**src/rtl/systolic_row_feeder.sv**
```systemverilog
// Row feeder for the systolic array west edge: lockstep FIFO pops,
// diagonal skew (row r delayed r cycles), per-row valids and run completion.
module systolic_row_feeder #(
  parameter int ROWS       = 3,
  parameter int DATA_WIDTH = 24,
  parameter int CNT_W      = 8
) (
  input  logic                       i_clk,
  input  logic                       i_rst,
  input  logic                       i_start,
  input  logic [CNT_W-1:0]           i_num_vec,
  input  logic                       i_stall,
  input  logic [ROWS-1:0]            i_buf_empty,
  input  logic [ROWS*DATA_WIDTH-1:0] i_buf_data,
  output logic [ROWS-1:0]            o_buf_rd,
  output logic [ROWS*DATA_WIDTH-1:0] o_row_data,
  output logic [ROWS-1:0]            o_row_valid,
  output logic                       o_busy,
  output logic                       o_done
);

  localparam int DCW = (ROWS > 1) ? $clog2(ROWS) : 1;

  typedef enum logic [1:0] {
    IDLE,
    FEED,
    DRAIN
  } state_t;

  state_t           state_q;
  logic [CNT_W-1:0] vec_q;
  logic [CNT_W-1:0] num_q;
  logic [DCW-1:0]   drn_q;
  logic             zero_q;

  logic pop;
  logic last_pop;
  logic drain_end;

  assign pop = (state_q == FEED) & ~i_stall
             & ~|i_buf_empty;
  assign last_pop = pop
                  & (vec_q == num_q - CNT_W'(1));
  assign drain_end = (state_q == DRAIN) & ~i_stall
                   & (drn_q == '0);

  assign o_buf_rd = {ROWS{pop}};
  assign o_busy   = (state_q != IDLE);
  assign o_done   = zero_q | drain_end;

  always_ff @(posedge i_clk or posedge i_rst) begin
    if (i_rst) begin
      state_q <= IDLE;
      vec_q   <= '0;
      num_q   <= '0;
      drn_q   <= '0;
      zero_q  <= 1'b0;
    end else begin
      // zero-length run completes one cycle after the start
      zero_q <= (state_q == IDLE) & i_start
              & ~i_stall & (i_num_vec == '0);
      if (!i_stall) begin
        unique case (state_q)
          IDLE: begin
            if (i_start && i_num_vec != '0) begin
              state_q <= FEED;
              num_q   <= i_num_vec;
              vec_q   <= '0;
            end
          end
          FEED: begin
            if (pop) begin
              vec_q <= vec_q + CNT_W'(1);
              if (last_pop) begin
                state_q <= DRAIN;
                drn_q   <= DCW'(ROWS - 1);
              end
            end
          end
          DRAIN: begin
            if (drn_q == '0) begin
              state_q <= IDLE;
            end else begin
              drn_q <= drn_q - DCW'(1);
            end
          end
          default: state_q <= IDLE;
        endcase
      end
    end
  end

  for (genvar r = 0; r < ROWS; r++) begin : g_row
    logic [DATA_WIDTH-1:0] d_q [0:r];
    logic [r:0]            v_q;

    // stage 0 takes the popped word or a bubble
    always_ff @(posedge i_clk or posedge i_rst) begin
      if (i_rst) begin
        for (int s = 0; s <= r; s++) begin
          d_q[s] <= '0;
        end
        v_q <= '0;
      end else if (!i_stall) begin
        d_q[0] <= pop
          ? i_buf_data[r*DATA_WIDTH +: DATA_WIDTH]
          : '0;
        v_q[0] <= pop;
        for (int s = 1; s <= r; s++) begin
          d_q[s] <= d_q[s-1];
          v_q[s] <= v_q[s-1];
        end
      end
    end

    assign o_row_data[r*DATA_WIDTH +: DATA_WIDTH] = d_q[r];
    assign o_row_valid[r] = v_q[r];
  end

endmodule

```
**config.mk**
```make
export PLATFORM = sky130hd
export DESIGN_NAME = systolic_row_feeder
export DESIGN_NICKNAME = d
export VERILOG_FILES = /design/src/rtl/systolic_row_feeder.sv
export SDC_FILE = /design/constraint.sdc
export NUM_CORES = 1
export LEC_CHECK = 0
export ABC_CLOCK_PERIOD_IN_PS = 6100
export CORE_ASPECT_RATIO = 1.25
export CORE_UTILIZATION = 45
export DETAILED_ROUTE_END_ITERATION = 10
export PLACE_DENSITY_LB_ADDON = 0.08
export SLEW_MARGIN = 10
export SYNTH_ARGS = -nofsm -noshare
export SYNTH_HDL_FRONTEND = slang
export SYNTH_SLANG_ARGS = --single-unit
export TNS_END_PERCENT = 1
```
**constraint.sdc**
```tcl
create_clock -name i_clk -period 6.1 [get_ports i_clk]
set_input_delay 0.915 -clock i_clk [delete_from_list [all_inputs] [get_ports i_clk]]
set_output_delay 0.915 -clock i_clk [all_outputs]
set_load 0.02 [all_outputs]
```
Word-level counts from Yosys, hierarchy flattened
Cells that the tools add are included.
Operators by class
  multiply operators: 0
  bitwise logic cells: 10
  order comparisons: 0
  div/mod/pow operators: 0
  muxes and demuxes: 13
  shift-type cells: 0
  add/sub/neg operators: 3
  equal/unequal tests: 8
  reduce and logical (&&, ||, !) cells: 14
Operator list (number)
  $mux 24: 3
  $mux 8: 2
  $pmux 8 s2: 1
  $mux 2: 5
  $reduce_and 5->1: 2
  $add 8x1->8 const B: 1
  $and 1x1->1: 8
  $eq 8x8->1: 1
  $logic_not 8->1: 1
  $reduce_bool 8->1: 1
  $sub 8x1->8 const B: 1
  $ne 2x2->1 const B: 3
  $pmux 2 s3: 1
  $reduce_bool 2->1: 3
  $logic_not 2->1: 2
  $ne 2x1->1 const B: 2
  $pmux 2 s2: 1
  $reduce_and 4->1: 1
  $reduce_and 3->1: 1
  $reduce_or 3->1: 1
  $eq 2x1->1 const B: 1
  $eq 2x2->1 const B: 1
  $sub 2x1->2 const B: 1
  $logic_and 1x1->1: 1
  other kinds (3): 3
Word-level totals
  memories kept: 0
  RAM bits: 0
  word-level logic and storage cells: 62
  latch bits: 0
  register bits: 171
  input port bits: 87
  output and inout bits: 80
  memory bits (read-only): 0

Depth between registers and ports, before layout
Gate-level depths: netlist of the first run.
  word-level depth: 7
  mapped depth: 7
  gate-level depth less buffers: 7

Worst setup path after synthesis of the first run
No wires, ideal clock.
  path kind: input to output
  start point: input port i_stall
  end point: output port o_buf_rd[0]
  stages on the path: 7
  arrival time: 1983 ps
  buffers on the path: 5
  data required time: 5185 ps
  path slack: 3202 ps
  cell sequence: buf_2 nor2_1 and3_1 buf_2 buf_2 buf_2 buf_4
Between the ends
  longest elaborated chain between the ends: 3
Ends and longest elaborated chain
  from (decl): line 12  | input logic i_stall,
  $not 1->1 (no line)
  $and 1x1->1: line 40  | assign pop = (state_q == FEED) & ~i_stall
  $and 1x1->1: line 41  | & ~|i_buf_empty;
  to (decl): line 15  | output logic [ROWS-1:0] o_buf_rd,
Every way passes these cells.

Final worst setup path of the first run
Ends and elaborated chain as after synthesis.

==> qor.txt, run 1 <==
CP Capture Type = primary output
htree depth = 4
Clk pwr share = 40.3%
post-synthesis sequential area ratio = 60.1%
Die Height = 141 µm
global-route wire length before repair = 23400 µm
required time worst endpoint = 5180 ps
max cap viols = 0
Leak = 4.18 nW
Initial Util = 46.4%
PwrDens = 310 mW/mm²
die area = 0.0160 mm²
post-cts resize count = 0
Rows = 50
# diodes = 0
CTS Hold Buffers Added = 0
largest net degree at the start of global routing = 120
RR Endpoint = state_q[0]
Post-Syn Nets = 603
status = finished clean
gp weighted congestion = 0.793
die outline width = 113 µm
Sw Ratio = 24.6%
f_max = 284 MHz
Post-DRT Antenna Nets = 0
gr ovfl total = 0
slew of the pin with the lowest slew margin = 1040 ps
Area growth syn-to-layout = 29.4%
top cells by area, synth = dfrtp_1, mux2_2, a22o_1
clock tree buffer depth = 2
Mean Syn Cell Area = 13.6 µm²
via count = 4380
Crit Path Max Fanout = 74
Slew Viols, Final = 0
Final nets = 710
fin crit period = 3520 ps
crit-path max cell delay = 600 ps
library cells used by synthesis = 46
type of origin of the critical path = input port
Synth top area share = 60.1%
Clock Sinks = 168
Combinational Power Share = 14.6%
Hold Fails Final Rpt = 0
layout cell share with drive strength beyond 1 = 20.5%
Worst Hold Launch = g_row[2].d_q[43]
RR Startpoint = state_q[1]
Placed Instances = 809
Ports = 167
Ys Warns = 0
Worst Skew = 7.29 ps
WHS Endpoint = g_row[2].d_q[43]
total routed wirelength = 14200 µm
Crit Path Class = input port to primary output
worst rel slew slack = 30.8%
WL/cell = 16.9 µm
Clk Latency, worst-skew pair = 420 ps
RSZ-0062 raised after global routing = false
Port-buffer cells = 166
Fin Setup TNS = 0 ps
Crit path max-delay family = buffers and inverters
Initial DRC Count = 246
Worst-path clk slew = 60 ps
period utilisation layout = 57.7%
register share of total power = 45.1%
critical path data arrival time = 2610 ps
CTS root buf = clkbuf_16
cell count after synthesis = 513
Cell Count, Final, Fillers Out = 841
Residual DRC = 0
TritonCTS Buffers = 17
Slowest cell on crit path = buf_4
CTS tree = done
GRT Total Usage = 18.8%
number of global-route vias before repair = 4490
number of synthesized register bits = 168
DR vias/cell = 5.21
core area = 0.0151 mm²
cell-internal power = 2.12 mW
Hold Path Depth = 1
Psw = 0.689 mW
setup violators final = 0
Fin Hold WS = 500 ps
worst min path class = flop to flop
detailed placement HPWL = 9400 µm
biggest area consumer among synthesized cells = dfrtp_1
Post-Synthesis Cell Area = 0.00699 mm²
crit path buf inv count = 2
initial antenna violation count = 0
R2R cell count = 6
r2r setup slk = 3510 ps
CP cell instances = buf_4 > nor2_1 > and3_2 > clkdlybuf4s50_1
DR pass1 iterations = 4
worst vdd ir = 0.182 mV
Post-CTS Setup Bufs = 0
-- cell usage after synthesis (all sizes together) --
cell / count
a32o: 1
nand4: 2
nand4b: 1
nor3: 6
and4: 1
a21o: 3
nand3: 3
o2111ai: 1
and3: 2
ha: 3
o31ai: 3
o2111a: 1
and2: 2
or3: 3
o22ai: 1
a41o: 1
a221o: 1
buf: 69
xor2: 4
clkbuf: 12
mux2: 81
o221ai: 2
a31oi: 1
xnor2: 4
or3b: 1
nand2b: 4
dfrtp: 168
nor2b: 2
a21oi: 7
a22o: 72
or4: 6
nor2: 12
nor4: 1
inv: 10
nand2: 9
o21ai: 11
o211ai: 2
-- registers in the layout, summed over array words and instances, names as in the netlist --
register	cells
g_row.v_q	3
num_q	8
o_row_data	48
drn_q	2
g_row.d_q	96
zero_q	1
vec_q	8
state_q	2
-- cell usage in the layout (no fill, tap or decap), drive strengths merged, types with 3 or more instances in the layout --
cell,instances
nand2,9
xnor2,4
clkinv,6
xor2,4
o21ai,11
ha,3
dfrtp,168
o31ai,3
nor3,6
a21o,3
nand2b,4
mux2,81
a21oi,7
buf,4
inv,12
or3,3
nor2,12
clkbuf,20
bufinv,4
a22o,72
nand3,3
or4,6
clkdlybuf4s50,165
-- worst reg2reg max path: stages (launching register included) --
cell and delay [ps]:
dfrtp_1 470, nor2_1 180, and3_2 290, buf_4 660, and4_1 360, o2111ai_2 160, a221o_1 360
-- worst max-delay path by stage --
stage              startpoint     endpoint  slack [ps]  depth (start not counted)
2_1_floorplan           i_rst     drn_q[0]         640                          1
3_3_place_gp   i_buf_empty[1]   state_q[0]        2520                          7
3_5_place_dp   i_buf_empty[1]   state_q[0]        2430                          7
4_1_cts               i_stall  o_buf_rd[0]        2590                          4
5_1_grt               i_stall  o_buf_rd[0]        2460                          4
6_report              i_stall  o_buf_rd[0]        2580                          4
-- logic make-up after synthesis --
group | synth area share, %
buffers and inverters | 7.96
XOR/XNOR | 1.00
multiplexers | 13.0
adder cells (fa/ha/maj) | 0.537
AO/OA/AOI/OAI | 12.8
flip-flops | 60.1
AND/OR/NAND/NOR | 4.55
-- layer usage --
metal / wire (µm) / track usage [%]
met1: 6200 / 24.4
met5: 0 / 0
met2: 7280 / 30.9
met4: 153 / 5.40
met3: 590 / 5.08
-- power groups by stage --
| stage | registers, mW | logic (mW) | clock network (mW) |
|---|---|---|---|
| CTS | 1.26 | 0.415 | 1.16 |
| global placement | 1.28 | 0.404 | 0 |
| finish | 1.26 | 0.409 | 1.13 |
| floorplan | 1.27 | 0.277 | 0 |
| global route | 1.28 | 0.451 | 1.20 |
| detailed placement | 1.28 | 0.413 | 0 |
-- through the flow --
step | instance area (µm²) | power, mW | utilization [%] | setup WS (ps)
floorplan | 6990 | 1.55 | - | 638
global placement | 8420 | 1.68 | 55.9 | 2520
detailed placement | 8420 | 1.70 | 55.9 | 2430
CTS | 9050 | 2.84 | 60.0 | 2590
global route | 9050 | 2.93 | 60.0 | 2460
finish | 9050 | 2.81 | 60.0 | 2580
-- layout make-up --
class,instances,area (µm²)
Tap cell,208,260
Clock inverter,12,171
Inverter,10,42.5
Timing Repair Buffer,169,1680
Fill cell,1266,6030
Multi-Input combinational cell,254,2230
Clock buffer,20,457
Sequential cell,168,4200
(Power assumes the default switching activity.)
==> run 2: changes to the inputs <==
--- a/config.mk
+++ b/config.mk
@@ -5,7 +5,7 @@
 export SDC_FILE = /design/constraint.sdc
 export NUM_CORES = 1
 export LEC_CHECK = 0
-export ABC_CLOCK_PERIOD_IN_PS = 6100
+export ABC_CLOCK_PERIOD_IN_PS = 2900
 export CORE_ASPECT_RATIO = 1.25
 export CORE_UTILIZATION = 45
 export DETAILED_ROUTE_END_ITERATION = 10
==> constraint.sdc (replaced) <==
create_clock -name i_clk -period 2.9 [get_ports i_clk]
set_input_delay 0.435 -clock i_clk [delete_from_list [all_inputs] [get_ports i_clk]]
set_output_delay 0.435 -clock i_clk [all_outputs]
set_load 0.02 [all_outputs]
==> run 2 against run 1 <==
Cell area decreased by 0.26%. Register-to-register slack lost 2700 ps. Utilization fell by 0.16 points. Non-clock buffer count rose by 3. Count of clock-buffer cells in the layout increased by 1. Sequential power increased by 110%. Final cell count grew 0.36%. Sequential share of layout area increased by 0.12 points. Combinational power up 110%.
==> qor.txt, run 2 (synthesis results as in run 1) <==
status = finished clean
Die Height = 141 µm
CTS root buf = clkbuf_16
CTS tree = done
fin crit period = 2530 ps
Hold Fails Final Rpt = 0
worst min path class = input port to asynchronous set/reset pin
Reg area = 0.00420 mm²
Combinational Power Share = 15.3%
Residual DRC = 0
Fin Setup TNS = 0 ps
largest net degree at the start of global routing = 153
Rows = 50
most frequent cells in the layout = dfrtp_1, clkdlybuf4s50_1, mux2_2
total placed instance area = 0.00847 mm²
Initial DRC Count = 196
overall power = 5.65 mW
layout cell share with drive strength beyond 1 = 20.8%
type of origin of the critical path = input port
period utilisation layout = 87.2%
Cell Count, Final, Fillers Out = 844
Area growth syn-to-layout = 29.1%
total routed wirelength = 13700 µm
Port-buffer cells = 166
f_max = 395 MHz
max FFs per register = 96
detailed placement HPWL = 9200 µm
post-cts resize count = 0
slew of the pin with the lowest slew margin = 736 ps
critical path data arrival time = 2090 ps
Clk pwr share = 37.6%
Ports = 167
number of global-route vias before repair = 4441
TritonCTS Buffers = 17
Psw = 1.45 mW
worst vdd ir = 0.362 mV
Slew Viols, Final = 0
GRT Total Usage = 18.2%
Worst Skew = 7.56 ps
Placed Instances = 812
r2r setup slk = 790 ps
Sw Ratio = 25.7%
max cap viols = 0
gp weighted congestion = 0.768
worst rel slew slack = 51.0%
Biggest register = g_row.d_q
core area = 0.0151 mm²
htree depth = 4
via count = 4340
RSZ-0062 raised after global routing = false
DR vias/cell = 5.14
register share of total power = 47.1%
Worst-path clk slew = 60 ps
gr ovfl total = 0
Final nets = 713
# diodes = 0
Final Util = 59.9%
Multi-input gate area = 0.00223 mm²
commonest non-fill, non-tap cell in the layout = dfrtp_1
Post-DRT Antenna Nets = 0
setup violators final = 0
initial antenna violation count = 1
Leak = 4.17 nW
die area = 0.0160 mm²
cell-internal power = 4.20 mW
Clk Latency, worst-skew pair = 420 ps
required time worst endpoint = 2470 ps
WL/cell = 16.2 µm
Clock Sinks = 168
Crit Path Class = input port to primary output
CTS Hold Buffers Added = 0
Fillers = 1216
DR pass1 iterations = 4
Initial Util = 46.4%
PwrDens = 626 mW/mm²
CP Capture Type = primary output
Crit Path Max Fanout = 6
die outline width = 113 µm
final setup margin = 371 ps
Post-Place Worst Slack = 377 ps
clock tree buffer depth = 2
final std cell area, no fill = 0.00902 mm²
global-route wire length before repair = 22600 µm
Fin Hold WS = 491 ps
Post-CTS Setup Bufs = 0
-- run 2: changes by cell type in the layout (fill, tap and decap cells not counted), sizes merged --
cell,delta
clkbuf,+1
bufinv,-3
buf,+3
clkinv,+1
clkinvlp,+2
inv,-1
-- run 2: power groups by stage --
| stage | registers [mW] | logic [mW] | clock network, mW |
|---|---|---|---|
| final | 2.66 | 0.866 | 2.12 |
| after global routing | 2.68 | 0.948 | 2.27 |
| after CTS | 2.66 | 0.880 | 2.18 |
| after detailed placement | 2.70 | 0.877 | 0 |
| after global placement | 2.69 | 0.852 | 0 |
| after floorplan | 2.68 | 0.583 | 0 |
-- run 2: path summary, 6_finish.rpt --
path                                  startpoint          endpoint  cells after the start
worst max-delay path              i_buf_empty[1]       o_buf_rd[1]                      4
worst min-delay path                       i_rst  g_row[2].d_q[65]                      3
worst max register to register          num_q[0]        state_q[0]                      7
worst min register to register  g_row[2].d_q[34]    o_row_data[58]                      1
max in group asynchronous                  i_rst    o_row_data[32]                      3
min in group i_clk              g_row[2].d_q[34]    o_row_data[58]                      1
-- run 2: per-layer routing --
layer  share of wire, %  global-route usage, %  vias to the layer above
li1                   -                      -                     2029
met1                 44                   23.4                     2191
met2                 50                   29.3                      100
met3                4.2                   4.44                       18
met4                1.5                   7.76                        2
met5              0.095                      0                        -
-- run 2: layout make-up --
class	instances	area share [%]
Tap cell	208	2.88
Sequential cell	168	46.6
Clock inverter	11	1.08
Inverter	10	0.458
Multi-Input combinational cell	254	24.7
Timing Repair Buffer	172	19.2
Clock buffer	21	5.10
-- run 2: worst max-delay path, stage by stage --
cell             delay (ps)
clkdlybuf4s50_1         400
nor3_1                  300
and3_2                  330
clkdlybuf4s50_1         630
